File: config.mk
export PLATFORM = sky130hd
export DESIGN_NAME = mdom_scdb_hdr_serializer_flat
export DESIGN_NICKNAME = d
export VERILOG_FILES = /design/src/rtl/mdom_scdb_hdr_serializer_pkg.sv /design/src/rtl/mdom_scdb_hdr_serializer_if.sv /design/src/rtl/mDOM_scdb_hdr_bundle_fan_out.sv /design/src/rtl/mdom_scdb_hdr_serializer.sv /design/src/flat_wrapper.sv
export SDC_FILE = /design/constraint.sdc
export NUM_CORES = 1
export LEC_CHECK = 0
export CORE_MARGIN = 2
export CORE_UTILIZATION = 34
export CTS_BUF_LIST = sky130_fd_sc_hd__clkbuf_16
export DETAILED_ROUTE_END_ITERATION = 10
export DONT_BUFFER_PORTS = 1
export GPL_TIMING_DRIVEN = 0
export PLACE_DENSITY = 0.6
export SYNTH_ARGS = -nofsm -noshare
export SYNTH_HDL_FRONTEND = slang
export SYNTH_HIERARCHICAL = 1
export SYNTH_SLANG_ARGS = --single-unit
File: constraint.sdc
create_clock -name clk -period 4.9 [get_ports clk]
set_input_delay 1.225 -clock clk [delete_from_list [all_inputs] [get_ports clk]]
set_output_delay 1.225 -clock clk [all_outputs]
set_load 0.01 [all_outputs]
File: src/rtl/mdom_scdb_hdr_serializer_pkg.sv
// SCDB header serializer: shared field map, word counts and types.
// Offsets follow the packed 113-bit header bundle layout.
package mdom_scdb_hdr_serializer_pkg;

  localparam int BUNDLE_W = 113;

  localparam int EVT_LTC_LSB = 0;
  localparam int EVT_LTC_W = 49;
  localparam int START_LSB = 49;
  localparam int STOP_LSB = 61;
  localparam int ADDR_W = 12;
  localparam int TRIG_LSB = 73;
  localparam int TRIG_W = 2;
  localparam int CNST_BIT = 75;
  localparam int PRE_LSB = 76;
  localparam int PRE_W = 5;
  localparam int SYNC_BIT = 81;
  localparam int BSUM_LSB = 82;
  localparam int BSUM_W = 19;
  localparam int BLEN_LSB = 101;
  localparam int BLEN_W = 3;
  localparam int BVAL_BIT = 104;
  localparam int LCOIN_BIT = 105;
  localparam int PART_BIT = 106;
  localparam int CONT_BIT = 107;
  localparam int CHAN_LSB = 108;
  localparam int CHAN_W = 5;

  localparam logic [3:0] MAGIC_DEF = 4'hA;
  localparam int WORDS_FULL = 8;
  localparam int WORDS_SHORT = 6;
  localparam int IDX_W = 3;

  typedef struct packed {
    logic [CHAN_W-1:0] channel_idx;
    logic continued_wfm;
    logic partial_wfm;
    logic local_coinc;
    logic bsum_valid;
    logic [BLEN_W-1:0] bsum_len_sel;
    logic [BSUM_W-1:0] bsum;
    logic sync_rdy;
    logic [PRE_W-1:0] pre_conf;
    logic cnst_run;
    logic [TRIG_W-1:0] trig_src;
    logic [ADDR_W-1:0] stop_addr;
    logic [ADDR_W-1:0] start_addr;
    logic [EVT_LTC_W-1:0] evt_ltc;
  } hdr_t;

  typedef enum logic {
    S_IDLE,
    S_SEND
  } state_t;

endpackage

File: src/rtl/mdom_scdb_hdr_serializer_if.sv
// Header-in / word-out handshake bundle for the SCDB serializer.
// slave is the serializer's view, master the producer/consumer side.
interface mdom_scdb_hdr_serializer_if;
  import mdom_scdb_hdr_serializer_pkg::*;

  logic [BUNDLE_W-1:0] hdr_bundle;
  logic hdr_valid;
  logic hdr_ready;
  logic [15:0] dout;
  logic dout_valid;
  logic dout_last;
  logic dout_ready;
  logic [15:0] hdr_cnt;

  modport slave (
    input hdr_bundle, hdr_valid, dout_ready,
    output hdr_ready, dout, dout_valid, dout_last, hdr_cnt
  );

  modport master (
    output hdr_bundle, hdr_valid, dout_ready,
    input hdr_ready, dout, dout_valid, dout_last, hdr_cnt
  );

endinterface

File: src/rtl/mDOM_scdb_hdr_bundle_fan_out.sv
// Unpacks the flat header bundle into named fields.
// Pure wiring; exact inverse of the bundle packer.
module mDOM_scdb_hdr_bundle_fan_out
  import mdom_scdb_hdr_serializer_pkg::*;
(
  input  logic [BUNDLE_W-1:0] i_bundle,
  output hdr_t                o_hdr
);

  always_comb begin
    o_hdr.evt_ltc = i_bundle[EVT_LTC_LSB +: EVT_LTC_W];
    o_hdr.start_addr = i_bundle[START_LSB +: ADDR_W];
    o_hdr.stop_addr = i_bundle[STOP_LSB +: ADDR_W];
    o_hdr.trig_src = i_bundle[TRIG_LSB +: TRIG_W];
    o_hdr.cnst_run = i_bundle[CNST_BIT];
    o_hdr.pre_conf = i_bundle[PRE_LSB +: PRE_W];
    o_hdr.sync_rdy = i_bundle[SYNC_BIT];
    o_hdr.bsum = i_bundle[BSUM_LSB +: BSUM_W];
    o_hdr.bsum_len_sel = i_bundle[BLEN_LSB +: BLEN_W];
    o_hdr.bsum_valid = i_bundle[BVAL_BIT];
    o_hdr.local_coinc = i_bundle[LCOIN_BIT];
    o_hdr.partial_wfm = i_bundle[PART_BIT];
    o_hdr.continued_wfm = i_bundle[CONT_BIT];
    o_hdr.channel_idx = i_bundle[CHAN_LSB +: CHAN_W];
  end

endmodule

File: src/rtl/mdom_scdb_hdr_serializer.sv
// Serializes one captured SCDB header bundle into 6 or 8 16-bit words.
// All outputs are decoded from flops only; no input-to-output paths.
module mdom_scdb_hdr_serializer
  import mdom_scdb_hdr_serializer_pkg::*;
#(
  parameter bit         SKIP_BSUM = 1'b1,
  parameter logic [3:0] MAGIC     = MAGIC_DEF
) (
  input logic clk,
  input logic rst,
  mdom_scdb_hdr_serializer_if.slave bus
);

  state_t r_state, w_state_nxt;
  logic [IDX_W-1:0] r_idx, w_idx_nxt, w_last_idx;
  logic [BUNDLE_W-1:0] r_hold;
  logic r_hdr_ready;
  logic w_load, w_done;
  logic [15:0] r_hdr_cnt;
  logic [15:0] w_word;
  hdr_t w_hdr;

  mDOM_scdb_hdr_bundle_fan_out u_fan_out (
    .i_bundle(r_hold),
    .o_hdr   (w_hdr)
  );

  // Baseline words are dropped only when the sum is marked invalid
  assign w_last_idx = (SKIP_BSUM && !w_hdr.bsum_valid)
                    ? IDX_W'(WORDS_SHORT - 1)
                    : IDX_W'(WORDS_FULL - 1);

  always_comb begin
    w_state_nxt = r_state;
    w_idx_nxt = r_idx;
    w_load = 1'b0;
    w_done = 1'b0;
    unique case (r_state)
      S_IDLE: begin
        if (bus.hdr_valid && r_hdr_ready) begin
          w_state_nxt = S_SEND;
          w_idx_nxt = '0;
          w_load = 1'b1;
        end
      end
      S_SEND: begin
        if (bus.dout_ready) begin
          if (r_idx == w_last_idx) begin
            w_state_nxt = S_IDLE;
            w_done = 1'b1;
          end else begin
            w_idx_nxt = r_idx + 1'b1;
          end
        end
      end
      default: w_state_nxt = S_IDLE;
    endcase
  end

  always_ff @(posedge clk or posedge rst) begin
    if (rst) begin
      r_state <= S_IDLE;
      r_idx <= '0;
      r_hold <= '0;
      r_hdr_ready <= 1'b0;
      r_hdr_cnt <= '0;
    end else begin
      r_state <= w_state_nxt;
      r_idx <= w_idx_nxt;
      r_hdr_ready <= (w_state_nxt == S_IDLE);
      if (w_load) r_hold <= bus.hdr_bundle;
      if (w_done) r_hdr_cnt <= r_hdr_cnt + 16'd1;
    end
  end

  always_comb begin
    w_word = '0;
    unique case (r_idx)
      3'd0: w_word = {MAGIC, w_hdr.partial_wfm, w_hdr.continued_wfm,
                      w_hdr.local_coinc, 4'b0, w_hdr.channel_idx};
      3'd1: w_word = w_hdr.evt_ltc[48:33];
      3'd2: w_word = w_hdr.evt_ltc[32:17];
      3'd3: w_word = w_hdr.evt_ltc[16:1];
      3'd4: w_word = {w_hdr.evt_ltc[0], w_hdr.trig_src,
                      w_hdr.cnst_run, w_hdr.start_addr};
      3'd5: w_word = {w_hdr.bsum_len_sel, w_hdr.bsum_valid,
                      w_hdr.stop_addr};
      3'd6: w_word = {w_hdr.pre_conf, w_hdr.sync_rdy, 7'b0,
                      w_hdr.bsum[18:16]};
      3'd7: w_word = w_hdr.bsum[15:0];
    endcase
  end

  assign bus.dout = (r_state == S_SEND) ? w_word : '0;
  assign bus.dout_valid = (r_state == S_SEND);
  assign bus.dout_last = (r_state == S_SEND) && (r_idx == w_last_idx);
  assign bus.hdr_ready = r_hdr_ready;
  assign bus.hdr_cnt = r_hdr_cnt;

endmodule

File: src/flat_wrapper.sv
// flat-port wrapper written by rule: the top's interface ports become plain ports
module mdom_scdb_hdr_serializer_flat import mdom_scdb_hdr_serializer_pkg::*;
#(
  parameter bit         SKIP_BSUM = 1'b1,
  parameter logic [3:0] MAGIC     = MAGIC_DEF
)
  (clk, rst, bus_hdr_bundle, bus_hdr_valid, bus_dout_ready, bus_hdr_ready, bus_dout, bus_dout_valid, bus_dout_last, bus_hdr_cnt);
  mdom_scdb_hdr_serializer_if bus_i ();
  input logic clk;
  input logic rst;
  input wire logic [$bits(bus_i.hdr_bundle)-1:0] bus_hdr_bundle;
  input wire logic [$bits(bus_i.hdr_valid)-1:0] bus_hdr_valid;
  input wire logic [$bits(bus_i.dout_ready)-1:0] bus_dout_ready;
  output wire logic [$bits(bus_i.hdr_ready)-1:0] bus_hdr_ready;
  output wire logic [$bits(bus_i.dout)-1:0] bus_dout;
  output wire logic [$bits(bus_i.dout_valid)-1:0] bus_dout_valid;
  output wire logic [$bits(bus_i.dout_last)-1:0] bus_dout_last;
  output wire logic [$bits(bus_i.hdr_cnt)-1:0] bus_hdr_cnt;
  assign bus_i.hdr_bundle = bus_hdr_bundle;
  assign bus_i.hdr_valid = bus_hdr_valid;
  assign bus_i.dout_ready = bus_dout_ready;
  assign bus_hdr_ready = bus_i.hdr_ready;
  assign bus_dout = bus_i.dout;
  assign bus_dout_valid = bus_i.dout_valid;
  assign bus_dout_last = bus_i.dout_last;
  assign bus_hdr_cnt = bus_i.hdr_cnt;
  mdom_scdb_hdr_serializer #(.SKIP_BSUM(SKIP_BSUM), .MAGIC(MAGIC)) u_core (.clk(clk), .rst(rst), .bus(bus_i));
endmodule
### Word level (Yosys, flattened, before mapping)

Cells that the tools add are included.
W data, S select, Z words.

* flip-flop bits (word level): 134
* output and inout bits: 35

* add/sub/neg operators: 2
* eq/ne operators: 11
* multiplexer cells: 15
* bitwise operators: 2
* reductions and logical operators: 4

Operators with widths (count)
* $pmux W16 S8: 1
* $add A16 B1 Y16 const B: 1
* $mux W16: 1
* $eq A3 B3 Y1 const B: 4
* $mux W3: 3
* $mux W1: 7
* $eq A3 B2 Y1 const B: 2
* $pmux W3 S2: 1
* $ne A2 B2 Y1 const B: 2
* $add A3 B1 Y3 const B: 1
* $eq A3 B1 Y1 const B: 1
* $eq A3 B3 Y1: 1
* $logic_not A3 Y1: 1
* $reduce_and A3 Y1: 1
* $logic_and A1 B1 Y1: 2
* $mux W2: 1
* $ne A2 B1 Y1 const B: 1
* $not A1 Y1: 2
* $pmux W1 S2: 1

### Longest topological paths before layout

Gate-level depths: netlist of run 1.

* depth in word-level cells: 6
* gate-level depth with buffers: 9

### Cells and area by module

Netlist of run 1, hierarchy kept.

By module, submodules not included
* mdom_scdb_hdr_serializer: instances 1, cells an instance 694, area each 6108.4 um2, seq. area each 3353.2 um2
* mDOM_scdb_hdr_bundle_fan_out: instances 1, cells an instance 113, area each 848.3 um2, seq. area each 0.0 um2

### Least setup slack after synthesis of run 1

OpenSTA, ideal clock, no wires.

* path kind: register to output
* start point: register u_core.r_idx[0]
* end point: output bus_dout[13]
* arrival time: 1.846 ns
* required time: 3.675 ns
* setup slack: 1.829 ns
* stages on the path, launching flop included: 9
* path buffers: 3
* cells stage by stage: dfrtp_1 > ha_1 > ha_1 > buf_2 > nor4_1 > nand2b_1 > buf_2 > buf_2 > a41oi_1

* word-level cells in the longest chain between the ends: 3
* elaborated cells between the ends (all ways): 10
* those cells by class: eq/ne (7); mux (2); reduce/logical (1)

RTL lines
* start: declaration: line mdom_scdb_hdr_serializer.sv:15 `logic [IDX_W-1:0] r_idx, w_idx_nxt, w_last_idx;`
* start signal: assignment: line mdom_scdb_hdr_serializer.sv:69 `r_idx <= w_idx_nxt;`
* $eq A3 B3 Y1 (tied with other cells): line mdom_scdb_hdr_serializer.sv:78 `unique case (r_idx)`
* $pmux W16 S8 *: line mdom_scdb_hdr_serializer.sv:78
* $mux W16 *: line mdom_scdb_hdr_serializer.sv:94 `assign bus.dout = (r_state == S_SEND) ? w_word : '0;`
* end: declaration: line flat_wrapper.sv:15 `output wire logic [$bits(bus_i.dout)-1:0] bus_dout;`

Every way passes the cells marked *; elsewhere a longest branch is shown, timed or not.

### Worst setup path after layout of run 1

* start point: register u_core.r_idx[2]
* end point: output bus_dout[9]

The elaborated chain is that of the path after synthesis.

==> results of run 1 <==
==> stage by stage <==
step | worst slack [ns] | instances | hold slack [ns] | utilization | instance area (um^2)
final | 0.7462 | 1110 | 0.4733 | 0.3937 | 7940
after global routing | 0.6298 | 1110 | 0.4912 | 0.3937 | 7940
after CTS | 0.7933 | 1110 | 0.4776 | 0.3937 | 7940
after detailed placement | 1.243 | 1078 | 0.4635 | 0.3633 | 7327
after global placement | -1.664 | 1077 | 0.4592 | 0.3617 | 7295
after floorplan | 0.09225 | 807 | 0.4469 | - | 6957
==> cells by family (layout without fill, tap and decap cells) <==
logic type | after synthesis | after routing | synth area share
flip-flops | 134 | 134 | 0.4820
buffers and inverters | 162 | 195 | 0.1525
XOR/XNOR | 17 | 17 | 0.02140
AO/OA/AOI/OAI | 58 | 58 | 0.06169
AND/OR/NAND/NOR | 405 | 405 | 0.2311
multiplexers | 24 | 24 | 0.03867
adder cells (fa/ha/maj) | 7 | 7 | 0.01259
==> sequential cells by signal, summed over array words and instances, names as in the netlist <==
register	count
u_core/bus.hdr_cnt	16
u_core/bus.dout_valid	1
u_core/bus.hdr_ready	1
u_core/r_hold	113
u_core/r_idx	3
==> metal layers <==
layer,wire (um),part of all wire,vias up
li1,-,-,2524
met1,8779,0.44,2381
met2,9281,0.46,144
met3,1539,0.077,21
met4,388,0.019,0
met5,0,0,-
==> power groups by stage <==
stage               logic [mW]  registers (mW)  clock network [mW]
floorplan                 1.70            1.80                   0
global placement          2.16            1.87                   0
detailed placement        2.19            1.88                   0
CTS                       2.21            1.87                1.37
global route              2.41            1.93                1.42
finish                    2.20            1.86                1.34
==> worst max-delay path: cells and delay by family, from the launching register on <==
kind	cells	cell delay, ns
flip-flops	1	0.45
AO/OA/AOI/OAI	3	0.97
buffers and inverters	4	0.88
adder cells (fa/ha/maj)	1	0.20
==> worst max-delay path by stage <==
stage                    startpoint                    end  slack [ns]  depth (start not counted)
floorplan                       rst  u_core/bus.dout_valid        0.09                          1
global placement                rst      u_core/r_hold[20]       -1.66                          1
detailed placement  u_core/r_idx[2]            bus_dout[9]        1.24                          8
CTS                 u_core/r_idx[2]            bus_dout[9]        0.79                          8
global route        u_core/r_idx[2]            bus_dout[9]        0.63                          8
finish              u_core/r_idx[2]            bus_dout[9]        0.75                          8
==> synth_stat cells, drive strengths merged (2+ instances only) <==
library cell	instances	area [um^2]
nand2	371	1393
buf	136	963.4
dfrtp	134	3353
mux2	23	259.0
clkbuf	17	63.81
a31oi	13	81.33
o21ai	10	50.05
inv	9	33.78
xor2	9	78.83
a221oi	8	70.07
a222oi	8	80.08
xnor2	8	70.07
a22o	7	61.31
ha	7	87.58
nand3	7	35.03
nor2	7	26.28
nor3	6	41.29
and4	5	43.79
a21oi	4	20.02
a22oi	3	22.52
a41oi	2	17.52
nand4	2	18.77
nor4	2	18.77
==> final cells by class <==
class                      count  share of cell area
buffer                       153              0.1294
clock buffer                  17             0.05358
clock inverter                15             0.02364
inverter                       9            0.004885
multi-input combinational    511              0.3202
sequential                   134              0.4223
tap                          270             0.04255
timing repair buffer           1            0.003467
==> summary.md, run 1 <==
| Metric | Value |
|---|---|
| Status | `completed` |
| Final wirelength | `19990 um` |
| Clk root buf | `clkbuf_16` |
| Vias per cell | `4.568` |
| Min-delay src | `u_core/r_hold[4]` |
| Final net count | `951` |
| Number of enable flip-flop cells after synthesis | `0` |
| Crit Reg-Reg Startpoint | `u_core/bus.dout_valid` |
| P_leak | `4.138 nW` |
| Post-Synthesis Net Count | `931` |
| Port buffer count | `0` |
| Total grt overflow | `0` |
| Gr busiest metal | `met2` |
| Sw Share | `0.3618` |
| DRC viols | `0` |
| Initial DRC count | `370` |
| Setup TNS | `0 ns` |
| CP startpoint kind | `register` |
| Area grow syn2layout | `14.14%` |
| Crit path time final | `4.154 ns` |
| Initial core utilization | `0.3449` |
| DPL Wire Length | `14760 um` |
| Pint | `3.446 mW` |
| Synth cell types | `36` |
| Total CTS buffers | `17` |
| CP arrival | `2.93 ns` |
| Yosys warning count | `6` |
| ANT nets after route | `0` |
| Met1 Track Usage GR | `0.2451` |
| ANT cells | `0` |
| WS Path Type | `reg2out` |
| Syn Std Cell Area | `6957 um^2` |
| Final setup vio count | `0` |
| Vias in the first global route | `5310` |
| Initial antenna violation count | `0` |
| Gate power share | `0.407` |
| Skew-Pair Late Insertion Delay | `0.43 ns` |
| Asr flop ratio synth | `1.000` |
| Wirelength per Cell | `18.01 um` |
| Reg2reg setup slack | `2.81 ns` |
| Final Max Tran Viols | `0` |
| Max stage delay on crit path | `0.45 ns` |
| DR vias | `5070` |
| Area of the multi-input gates | `2542 um^2` |
| Clock transition at path regs | `0.05 ns` |
| DR pass1 iterations | `4` |
| Register area share after synthesis | `0.4820` |
| CP Max Fanout | `10` |
| Postcts setup bufs | `0` |
| Worst hold path class | `reg2reg` |
| Worst-Margin Slew | `0.6722 ns` |
| Core Rows | `52` |
| Crit end category | `output port` |
| Die Y | `147.0 um` |
| RSZ-0062 raised after global routing | `false` |
| Critical path data required time | `3.67 ns` |
| Die width | `147.0 um` |
| R2R depth | `6` |
| WHS Path Cells | `2` |
| Tot Pwr | `5.399 mW` |
| H-tree levels | `4` |
| Slowest-stage cell, CP | `dfrtp_1` |
| Grt met3 use | `0.06491` |
| CTS tree | `yes` |
| Sequential Area | `3353 um^2` |
| RD Place Congestion | `0.8499` |
| GRT Overall Usage | `0.1905` |
| Worst path cell trace | `buf_2, inv_1, ha_1, buf_2, clkbuf_1, a22o_1, a221oi_1, a31oi_1` |
| # hold bufs at CTS | `0` |
| Pwr Density | `680.0 nW/um^2` |
| Sequential share of power | `0.345` |
| Most frequent CP cell | `buf_2` |
| Post-cts resize count | `0` |
| Fill cell count | `2097` |
| Flops & latches, synth | `134` |
| Max VDD drop | `0.0002637 V` |
| Slew Limit Headroom | `0.5510` |
| Die footprint | `21620 um^2` |
| Worst R2R End | `u_core/r_hold[37]` |
| Worst clock skew | `0.008607 ns` |
| Top FF cell, synth | `dfrtp_1` |
| Commonest non-fill, non-tap cell in the layout | `nand2_1` |
| Clock Tree Buf Depth | `2` |
| Global-route wire length before repair | `30840 um` |
| Clock power frac | `0.248` |
| Share of cells above drive strength 1 | `0.2298` |
| Cell count after synthesis | `807` |
| Final hold vios | `0` |
| M2 GR Usage | `0.3021` |
| Commonest cells after routing, fill and taps aside | `nand2_1 (371), dfrtp_1 (134), buf_4 (113)` |
| Clock sinks | `134` |
| Period utilization | `0.8477` |
| Fmax | `0.2407 GHz` |
| Boundary Pins | `152` |
| Pin count of the biggest net entering global routing | `70` |
| Worst min-delay path endpoint | `u_core/r_hold[4]` |
| Core Area | `20170 um^2` |
| Post-Syn Area per Cell | `8.620 um^2` |
| Max-cap viol count | `0` |
| NetSw | `1.953 mW` |
No activity file was read; power rests on OpenSTA's default activity.
==> inputs of run 2 (changes only) <==
- PLACE_DENSITY: 0.6 -> 0.58
- clock period: 4.9 -> 4.34 ns (I/O delays scaled with it)
==> run 2 against run 1 <==
Register-to-register slack got worse by 0.73 ns. Combinational power is 13% higher. Flip-flop and latch count stayed put. Cell area rose by 1.2%. Clock power increased by 22%. Non-clock buffer count grew 3. Highest routed layer unchanged. Core utilization is 0.48 points higher. Worst setup slack worse by 0.41 ns. Sequential share of layout area down 0.51 points. Largest power group unchanged. Clock-buffer cell count unchanged. Largest cell class unchanged. Wire length rose by 0.26%. Critical path type unchanged.
==> summary.md, run 2 (synthesis results as in run 1) <==
| Metric | Value |
|---|---|
| Clk root buf | `clkbuf_16` |
| Status | `completed` |
| Max reg flops | `113` |
| Worst clock skew | `0.009387 ns` |
| Area grow syn2layout | `15.54%` |
| Core Rows | `52` |
| CP startpoint kind | `register` |
| Clock transition at path regs | `0.06 ns` |
| Period utilization | `0.9235` |
| Commonest non-fill, non-tap cell in the layout | `nand2_1` |
| Crit path time final | `4.008 ns` |
| H-tree levels | `4` |
| Initial DRC count | `348` |
| Postcts setup bufs | `0` |
| Total CTS buffers | `17` |
| Area of the multi-input gates | `2542 um^2` |
| Critical path data required time | `3.25 ns` |
| Setup TNS | `0 ns` |
| Die Y | `147.0 um` |
| Reg2reg setup slack | `2.08 ns` |
| CP Max Fanout | `10` |
| P_leak | `4.176 nW` |
| Initial core utilization | `0.3449` |
| # hold bufs at CTS | `0` |
| Vias in the first global route | `5405` |
| Slew Limit Headroom | `0.5264` |
| Final Max Tran Viols | `0` |
| DPL Wire Length | `15050 um` |
| Port buffer count | `0` |
| CP arrival | `2.92 ns` |
| Fill cell count | `2067` |
| RD Place Congestion | `0.8221` |
| Pwr Density | `775.2 nW/um^2` |
| RSZ-0062 raised after global routing | `false` |
| Vias per cell | `4.673` |
| Total grt overflow | `0` |
| Final wirelength | `20040 um` |
| Pin count of the biggest net entering global routing | `37` |
| Metal1 wirelength | `8987 um` |
| Crit end category | `output port` |
| Fmax | `0.2495 GHz` |
| Global-route wire length before repair | `31180 um` |
| Die width | `147.0 um` |
| Core Area | `20170 um^2` |
| Placed insts | `1081` |
| ANT cells | `0` |
| Clock sinks | `134` |
| ANT nets after route | `0` |
| Worst hold path class | `reg2reg` |
| Post-cts resize count | `0` |
| Skew-Pair Late Insertion Delay | `0.42 ns` |
| Final net count | `954` |
| Initial antenna violation count | `0` |
| DRC viols | `0` |
| Met2 Wirelength | `9101 um` |
| DR pass1 iterations | `6` |
| Die footprint | `21620 um^2` |
| Commonest cells after routing, fill and taps aside | `nand2_1 (371), dfrtp_1 (134), buf_4 (113)` |
| Final core occ | `0.3985` |
| GRT Overall Usage | `0.1931` |
| Max VDD drop | `0.0003070 V` |
| Routed wl met3 | `1497 um` |
| Share of cells above drive strength 1 | `0.2340` |
| DR vias | `5196` |
| WS Path Type | `reg2out` |
| Sequential Area | `3353 um^2` |
| Boundary Pins | `152` |
| Final setup vio count | `0` |
| Largest reg by FF count | `u_core/r_hold` |
| Max-cap viol count | `0` |
| Wirelength per Cell | `18.02 um` |
| Tot Pwr | `6.231 mW` |
| Clock Tree Buf Depth | `2` |
| DR top layer | `met4` |
| Final cell count without fillers | `1112` |
| Final hold vios | `0` |
| CTS tree | `yes` |
| Worst-Margin Slew | `0.7089 ns` |
## run 2: cell types whose count changed in the layout (fill, tap and decap cells not counted), moves of 2 or more
cell        previous run  this run
bufinv_16              4         6
clkinvlp_4             2         4
buf_12                 0         4
clkinv_1               2         0
## run 2: worst paths after layout
| kind | startpoint | end | depth (start not counted) |
|---|---|---|---|
| worst max-delay path | u_core/r_idx[2] | bus_dout[9] | 8 |
| worst max register to register | u_core/bus.dout_valid | u_core/r_hold[37] | 6 |
| worst min-delay path | u_core/r_hold[1] | u_core/r_hold[1] | 2 |
| worst min register to register | u_core/r_hold[1] | u_core/r_hold[1] | 2 |
| min in group asynchronous | rst | u_core/bus.hdr_cnt[12] | 1 |
| max in group asynchronous | rst | u_core/r_hold[24] | 4 |
## run 2: metrics by stage
stage | hold WS, ns | worst slack (ns) | cell area, um^2
2_1_floorplan | 0.4469 | 1.409 | 6960
3_3_place_gp | 0.4588 | 0.7287 | 7298
3_5_place_dp | 0.4636 | 0.8113 | 7378
4_1_cts | 0.4783 | 0.3483 | 8038
5_1_grt | 0.4949 | 0.1876 | 8038
6_report | 0.4716 | 0.3322 | 8038
## run 2: power by group
group	internal (mW)	total [mW]	leakage (nW)	switching [mW]
Combinational	1.17	2.48	2.18	1.31
Sequential	1.77	2.12	1.68	0.350
Clock	1.07	1.63	0.316	0.560
## run 2: area by class of cell
class / instances / share of cell area
flip-flops and latches: 134 / 0.4172
multi-input cells: 511 / 0.3163
plain buffers: 153 / 0.1278
clock buffers: 17 / 0.05293
well taps: 270 / 0.04203
clock inverters: 14 / 0.02911
repair buffers: 4 / 0.009963
inverters: 9 / 0.004670
## run 2: critical path, stage by stage, from the launching register on
cell      delay, ns
dfrtp_1        0.46
buf_2          0.32
inv_1          0.09
ha_1           0.20
buf_2          0.18
clkbuf_1       0.32
a22o_1         0.31
a221oi_1       0.38
a31oi_1        0.26
## run 2: routing by layer
| layer | vias up | global-route usage |
|---|---|---|
| met5 | - | 0 |
| met2 | 146 | 0.3005 |
| met4 | 0 | 0.07115 |
| li1 | 2532 | - |
| met1 | 2496 | 0.2498 |
| met3 | 22 | 0.06677 |
==> inputs of run 3 (changes only) <==
- HOLD_SLACK_MARGIN: default -> 0.12
==> results of run 3 <==
Same layout as run 2: the final DEF is identical, and so are final timing and power.
